$ cat src/rtl/fpow_int.sv
// fpow_int: iterative float32 x^n by square-and-multiply over one shared fmul.
// Optional macro FPOW_EARLY_EXIT_EN: trivial bases (+-1.0, +-0) finish in IDLE without multiplying.

module fmul (
    input  logic [31:0] a,
    input  logic [31:0] b,
    output logic [31:0] p,
    output logic        ovf,
    output logic        udf,
    output logic        c
);
    logic        sign;
    logic [7:0]  ea;
    logic [7:0]  eb;
    logic [22:0] ma;
    logic [22:0] mb;
    logic        a_nan, b_nan, a_inf, b_inf, a_zero, b_zero;
    logic [47:0] prod;
    logic [22:0] mant;
    logic        guard;
    logic        sticky;
    logic        rnd;
    logic [23:0] mant_r;
    logic [9:0]  exp_f;

    assign sign   = a[31] ^ b[31];
    assign ea     = a[30:23];
    assign eb     = b[30:23];
    assign ma     = a[22:0];
    assign mb     = b[22:0];
    assign a_nan  = (ea == 8'hFF) && (ma != 23'd0);
    assign b_nan  = (eb == 8'hFF) && (mb != 23'd0);
    assign a_inf  = (ea == 8'hFF) && (ma == 23'd0);
    assign b_inf  = (eb == 8'hFF) && (mb == 23'd0);
    // Denormal inputs are flushed to zero.
    assign a_zero = (ea == 8'h00);
    assign b_zero = (eb == 8'h00);
    assign prod   = {24'd0, 1'b1, ma} * {24'd0, 1'b1, mb};
    assign c      = prod[47];

    always_comb begin
        p      = 32'd0;
        ovf    = 1'b0;
        udf    = 1'b0;
        mant   = prod[45:23];
        guard  = prod[22];
        sticky = |prod[21:0];
        if (c) begin
            mant   = prod[46:24];
            guard  = prod[23];
            sticky = |prod[22:0];
        end
        rnd    = guard & (sticky | mant[0]);
        mant_r = {1'b0, mant} + {23'd0, rnd};
        exp_f  = {2'b00, ea} + {2'b00, eb} - 10'd127 + {9'd0, c} + {9'd0, mant_r[23]};

        if (a_nan || b_nan || (a_inf && b_zero) || (b_inf && a_zero)) begin
            p = 32'h7FC0_0000;
        end else if (a_inf || b_inf) begin
            p = {sign, 8'hFF, 23'd0};
        end else if (a_zero || b_zero) begin
            p = {sign, 31'd0};
        end else if ($signed(exp_f) >= 10'sd255) begin
            p   = {sign, 8'hFF, 23'd0};
            ovf = 1'b1;
        end else if ($signed(exp_f) <= 10'sd0) begin
            p   = {sign, 31'd0};
            udf = 1'b1;
        end else begin
            p = {sign, exp_f[7:0], mant_r[22:0]};
        end
    end
endmodule

// state | meaning
// IDLE  | waiting for a request
// MUL   | res <= res * base
// SQR   | base <= base * base, e <= e >> 1
// DONE  | result presented until out_ready
module fpow_int #(
    parameter int N_WIDTH = 8
) (
    input  logic               clk,
    input  logic               rst,
    input  logic               in_valid,
    output logic               in_ready,
    input  logic [31:0]        x,
    input  logic [N_WIDTH-1:0] n,
    output logic               out_valid,
    input  logic               out_ready,
    output logic [31:0]        y,
    output logic               ovf,
    output logic               udf
);
    localparam logic [31:0] FP_ONE = 32'h3F80_0000;

    typedef enum logic [1:0] {IDLE, MUL, SQR, DONE} state_t;

    state_t             state, state_nx;
    logic [31:0]        res, res_nx;
    logic [31:0]        base, base_nx;
    logic [N_WIDTH-1:0] e, e_nx;
    logic [31:0]        y_nx;
    logic               ovf_nx, udf_nx, out_valid_nx;

    logic [31:0]        mul_a;
    logic [31:0]        mul_p;
    logic               mul_ovf, mul_udf;
    logic               mul_c_unused;

    assign mul_a    = (state == MUL) ? res : base;
    assign in_ready = (state == IDLE) && !rst;

    fmul u_fmul (
        .a   (mul_a),
        .b   (base),
        .p   (mul_p),
        .ovf (mul_ovf),
        .udf (mul_udf),
        .c   (mul_c_unused)
    );

    always_comb begin
        state_nx     = state;
        res_nx       = res;
        base_nx      = base;
        e_nx         = e;
        y_nx         = y;
        ovf_nx       = ovf;
        udf_nx       = udf;
        out_valid_nx = out_valid;
        case (state)
            IDLE: begin
                if (in_valid) begin
                    res_nx  = FP_ONE;
                    base_nx = x;
                    e_nx    = n;
                    ovf_nx  = 1'b0;
                    udf_nx  = 1'b0;
                    if (n == '0) begin
                        state_nx     = DONE;
                        y_nx         = FP_ONE;
                        out_valid_nx = 1'b1;
                    end else if (n[0]) begin
                        state_nx = MUL;
                    end else begin
                        state_nx = SQR;
                    end
`ifdef FPOW_EARLY_EXIT_EN
                    if (x[30:0] == FP_ONE[30:0]) begin
                        state_nx     = DONE;
                        y_nx         = n[0] ? x : FP_ONE;
                        res_nx       = y_nx;
                        out_valid_nx = 1'b1;
                    end else if (x[30:0] == 31'd0) begin
                        state_nx     = DONE;
                        y_nx         = (n == '0) ? FP_ONE : {x[31] & n[0], 31'd0};
                        res_nx       = y_nx;
                        out_valid_nx = 1'b1;
                    end
`endif
                end
            end
            MUL: begin
                res_nx = mul_p;
                ovf_nx = ovf | mul_ovf;
                udf_nx = udf | mul_udf;
                if ((e >> 1) == '0) begin
                    state_nx     = DONE;
                    y_nx         = mul_p;
                    out_valid_nx = 1'b1;
                end else begin
                    state_nx = SQR;
                end
            end
            SQR: begin
                base_nx  = mul_p;
                e_nx     = e >> 1;
                ovf_nx   = ovf | mul_ovf;
                udf_nx   = udf | mul_udf;
                // Shifted exponent is never zero here, so it always leads to a MUL eventually.
                state_nx = e_nx[0] ? MUL : SQR;
            end
            DONE: begin
                if (out_ready) begin
                    state_nx     = IDLE;
                    out_valid_nx = 1'b0;
                end
            end
            default: state_nx = IDLE;
        endcase
    end

    always_ff @(posedge clk) begin
        if (rst) begin
            state     <= IDLE;
            res       <= 32'd0;
            base      <= 32'd0;
            e         <= '0;
            y         <= 32'd0;
            ovf       <= 1'b0;
            udf       <= 1'b0;
            out_valid <= 1'b0;
        end else begin
            state     <= state_nx;
            res       <= res_nx;
            base      <= base_nx;
            e         <= e_nx;
            y         <= y_nx;
            ovf       <= ovf_nx;
            udf       <= udf_nx;
            out_valid <= out_valid_nx;
        end
    end
endmodule

$ cat config.mk
export PLATFORM = sky130hd
export DESIGN_NAME = fpow_int
export DESIGN_NICKNAME = d
export VERILOG_FILES = /design/src/rtl/fpow_int.sv
export SDC_FILE = /design/constraint.sdc
export NUM_CORES = 2
export LEC_CHECK = 0
export CAP_MARGIN = 20
export CELL_PAD_IN_SITES_DETAIL_PLACEMENT = 1
export CELL_PAD_IN_SITES_GLOBAL_PLACEMENT = 1
export CORE_ASPECT_RATIO = 0.6
export CORE_MARGIN = 2
export CORE_UTILIZATION = 50
export DETAILED_ROUTE_END_ITERATION = 10
export PLACE_DENSITY = 0.88
export SLEW_MARGIN = 20
export SYNTH_ARGS = -nofsm -noshare
export SYNTH_HDL_FRONTEND = slang
export SYNTH_SLANG_ARGS = --single-unit
$ cat constraint.sdc
create_clock -name clk -period 14.3 [get_ports clk]
set_input_delay 2.86 -clock clk [delete_from_list [all_inputs] [get_ports clk]]
set_output_delay 2.86 -clock clk [all_outputs]
set_load 0.1 [all_outputs]
==> impl_results.md <==
- Root Driver: clkbuf_16
- Filler cells: slightly above 6,000
- EDFF count, synth: 0
- Area delta synth->final: 7.68%
- Post-Syn Nets: approximately 3,800
- Vias post-DR: 24,050
- Drt via density: about 6.3
- Met3 routed WL: between 15 and 20 mm
- Max incr delay on CP: 0.73 ns
- # setup viols final: 0
- Reg-to-Reg End: base[23]$_SDFFE_PP0P_
- Nets: roughly 3,800
- Final Hold Vio Count: 0
- Cell Rows: 64
- Final WS setup: 0.477 ns
- CP Data Arrival Time: ~14 ns
- Clock period minus worst slack: ~14 ns
- # Post-CTS Setup Buffers: 0
- Slowest CP cell: inv_1
- Register area: about 2200 sq um
- DIE AREA: 53,900 sq um
- Fmax: approximately 72 MHz
- Worst Hold Depth: 2
- Post-DP HPWL: approximately 89 mm
- Mapped Cells: about 3,100
- Drt pass-1 iters: 8
- Setup_tns: 0 ns
- Antenna Nets Post-Route: 0
- Worst r2r src: state[1]$_SDFFE_PP0P_
- CTS Buf Count: 9
- Highest Signal Layer: met5
- Outcome: complete, no violations
- Clock skew: about 0.014 ns
- Synth Register Bits: between 100 and 150
- Tcrit/Tclk final: 96.7%
- Setup slack after placement: 0.250 ns
- Register area share after synthesis: 8.31%
- R2R depth: 43
- Core area: slightly above 50,000 sq um
- Hold Path Class: flop to flop
- Setup CP Type: flop to flop
- RePlAce Congestion: approximately 1.0
- IO buf count: approximately 80
- Largest net degree at the start of global routing: 57
- Clock latency on the worst-skew pair: 0.38 ns
- Synthesized area: about 26,000 sq um
- Drt total wl: 113 mm
- Drc violations: 0
- Hold Path End: y[15]$_SDFFE_PP0P_
- Worst R2R Setup Slack: between 0.4 and 0.5 ns
- Maximum buffer depth of the clock tree: 2
- Hold WS: 0.472 ns
- CTS H-Tree Depth: 3
- Avg Cell Area, Syn: approximately 8.4 sq um
- First-pass GRT wire length: ~170 mm
- Met2 Wirelength: 44.9 mm
- Die H: 181 um
- Ratio of cells with drive above 1 in the final layout: roughly 5%
- CTS tree: done
- Endpoint class of the critical path: flop
- YS warnings: 0
- Max-Cap Viols: 0
- WL per Instance: about 30 um
- Gr usage total: around 42%
- Post-synth top flop: dfxtp_1
- Max-slew violation count: 0
- Crit start category: flop
- Initial Util: between 50% and 60%
- Post-CTS resize count: 0
- Cell variety after synth: between 90 and 100
- Wl on met1: roughly 45 mm
- RSZ-0062 raised after global routing: no
- Chip Width: between 200 and 300 um
- HP Start: y[15]$_SDFFE_PP0P_
- Clock Sink Count: 108
- Io pins: 80
- Hold Buf Count CTS: 0
- DR iter-0 viols: 2,868
- Clk slew on worst S/H paths: 0.09 ns
- Grt ovf: 0
- Critical Path Fanout Max: 36
- Area of the multi-input gates: approximately 21,000 sq um
- Antenna violations before repair: 5
- Worst slew pin tran: ~1.2 ns
- Synth async-reset ratio: 0%
- Relative slew slack: about a fifth
- Critical Path RT: around 15 ns
- Number of global-route vias before repair: between 20,000 and 30,000
==> metal layers <==
metal | up-vias | global-route usage, %
li1 | 9766 | -
met1 | 12266 | 59.3
met2 | 1690 | 58.3
met3 | 326 | 19.0
met4 | 2 | 12.3
met5 | - | 0
==> synth_stat cells (6+ instances only) <==
master / number / area [sq um]
buf_1: 6 / 22.5
o21ai_1: 9 / 45.0
and4_1: 9 / 78.8
xor2_1: 30 / 263
nor2_1: 226 / 848
or3_1: 13 / 81.3
nor3_1: 36 / 180
ha_1: 191 / 2390
buf_2: 10 / 50.1
o31ai_1: 8 / 60.1
fa_1: 484 / 9690
a22o_1: 6 / 52.6
a21oi_1: 119 / 596
a41oi_1: 7 / 61.3
mux2i_1: 30 / 300
nand4_1: 30 / 188
a211oi_1: 36 / 270
clkbuf_1: 146 / 548
nor4b_1: 6 / 52.6
mux2_2: 14 / 158
nor3b_1: 6 / 45.0
dfxtp_1: 108 / 2160
inv_1: 611 / 2290
a22oi_1: 27 / 203
nor2b_1: 41 / 257
and3_1: 12 / 75.1
a32o_1: 6 / 60.1
and2_1: 146 / 913
o21ai_0: 78 / 390
nand3_1: 41 / 205
nand2_1: 355 / 1330
nand2b_1: 12 / 75.1
xnor2_1: 43 / 377
a21o_1: 24 / 180
a31oi_1: 13 / 81.3
nor4_1: 23 / 144
a221oi_1: 10 / 87.6
o21a_1: 21 / 158
==> registers in the layout, indices dropped and copies added, names as in the netlist <==
name       count
y             32
e              7
base          32
res           32
out_valid      1
udf            1
ovf            1
state          2
==> kinds of logic (layout without fill, tap and decap cells) <==
group	after synthesis	count (layout)	synth area share, %
AND/OR/NAND/NOR	985	985	18.3
buffers and inverters	778	780	11.3
adder cells (fa/ha/maj)	675	675	46.4
AO/OA/AOI/OAI	435	435	11.2
flip-flops	108	108	8.31
XOR/XNOR	74	74	2.52
multiplexers	46	46	1.85
other	0	3	0
==> through the flow <==
stage	cell area, sq um	util, %	cells
floorplan	26000	-	3101
global placement	27600	53.9	3778
detailed placement	27600	54.0	3778
CTS	27900	54.6	3794
global route	28000	54.7	3797
finish	28000	54.7	3799
==> how the worst max path moves through the flow <==
stage / depth (start not counted) / startpoint / endpoint
detailed placement: 42 / state[1]$_SDFFE_PP0P_ / res[15]$_SDFFE_PP0P_
floorplan: 47 / state[1]$_SDFFE_PP0P_ / base[12]$_SDFFE_PP0P_
finish: 43 / state[1]$_SDFFE_PP0P_ / base[23]$_SDFFE_PP0P_
CTS: 43 / state[1]$_SDFFE_PP0P_ / res[15]$_SDFFE_PP0P_
global route: 45 / state[1]$_SDFFE_PP0P_ / base[3]$_SDFFE_PP0P_
global placement: 43 / state[1]$_SDFFE_PP0P_ / res[15]$_SDFFE_PP0P_
==> layout by cell type, fill, tap and decap left out, types with 24 or more instances in the layout <==
| master | count |
|---|---|
| nand3_1 | 41 |
| nor2_1 | 226 |
| xor2_1 | 30 |
| inv_1 | 610 |
| xnor2_1 | 42 |
| dfxtp_1 | 105 |
| nor3_1 | 34 |
| fa_1 | 484 |
| a21o_1 | 24 |
| and2_1 | 146 |
| nand4_1 | 30 |
| nor2b_1 | 41 |
| clkdlybuf4s50_1 | 78 |
| mux2i_1 | 28 |
| buf_4 | 70 |
| a211oi_1 | 36 |
| o21ai_0 | 73 |
| nand2_1 | 355 |
| a22oi_1 | 27 |
| a21oi_1 | 118 |
| ha_1 | 189 |
==> final cells by class <==
type | instances | area share, %
inverter | 613 | 8.23
timing repair buffer | 150 | 4.75
timing repair inverter | 1 | 0.0268
multi-input combinational | 2215 | 75.0
antenna | 3 | 0.0268
clock inverter | 7 | 0.357
sequential | 108 | 7.73
tap | 693 | 3.10
clock buffer | 9 | 0.804
==> critical path, delay by kind of cell, from the launching register on <==
family	cells	cell delay, ns
mux	1	0.17
fa+ha+maj	10	5.01
flops	1	0.36
simple gates	17	4.75
buf+inv	10	1.85
compound gates	5	1.44
Power is left out: the tool's default activity adds up to more than one toggle a clock period on the data nets, which glitch-free logic cannot reach.
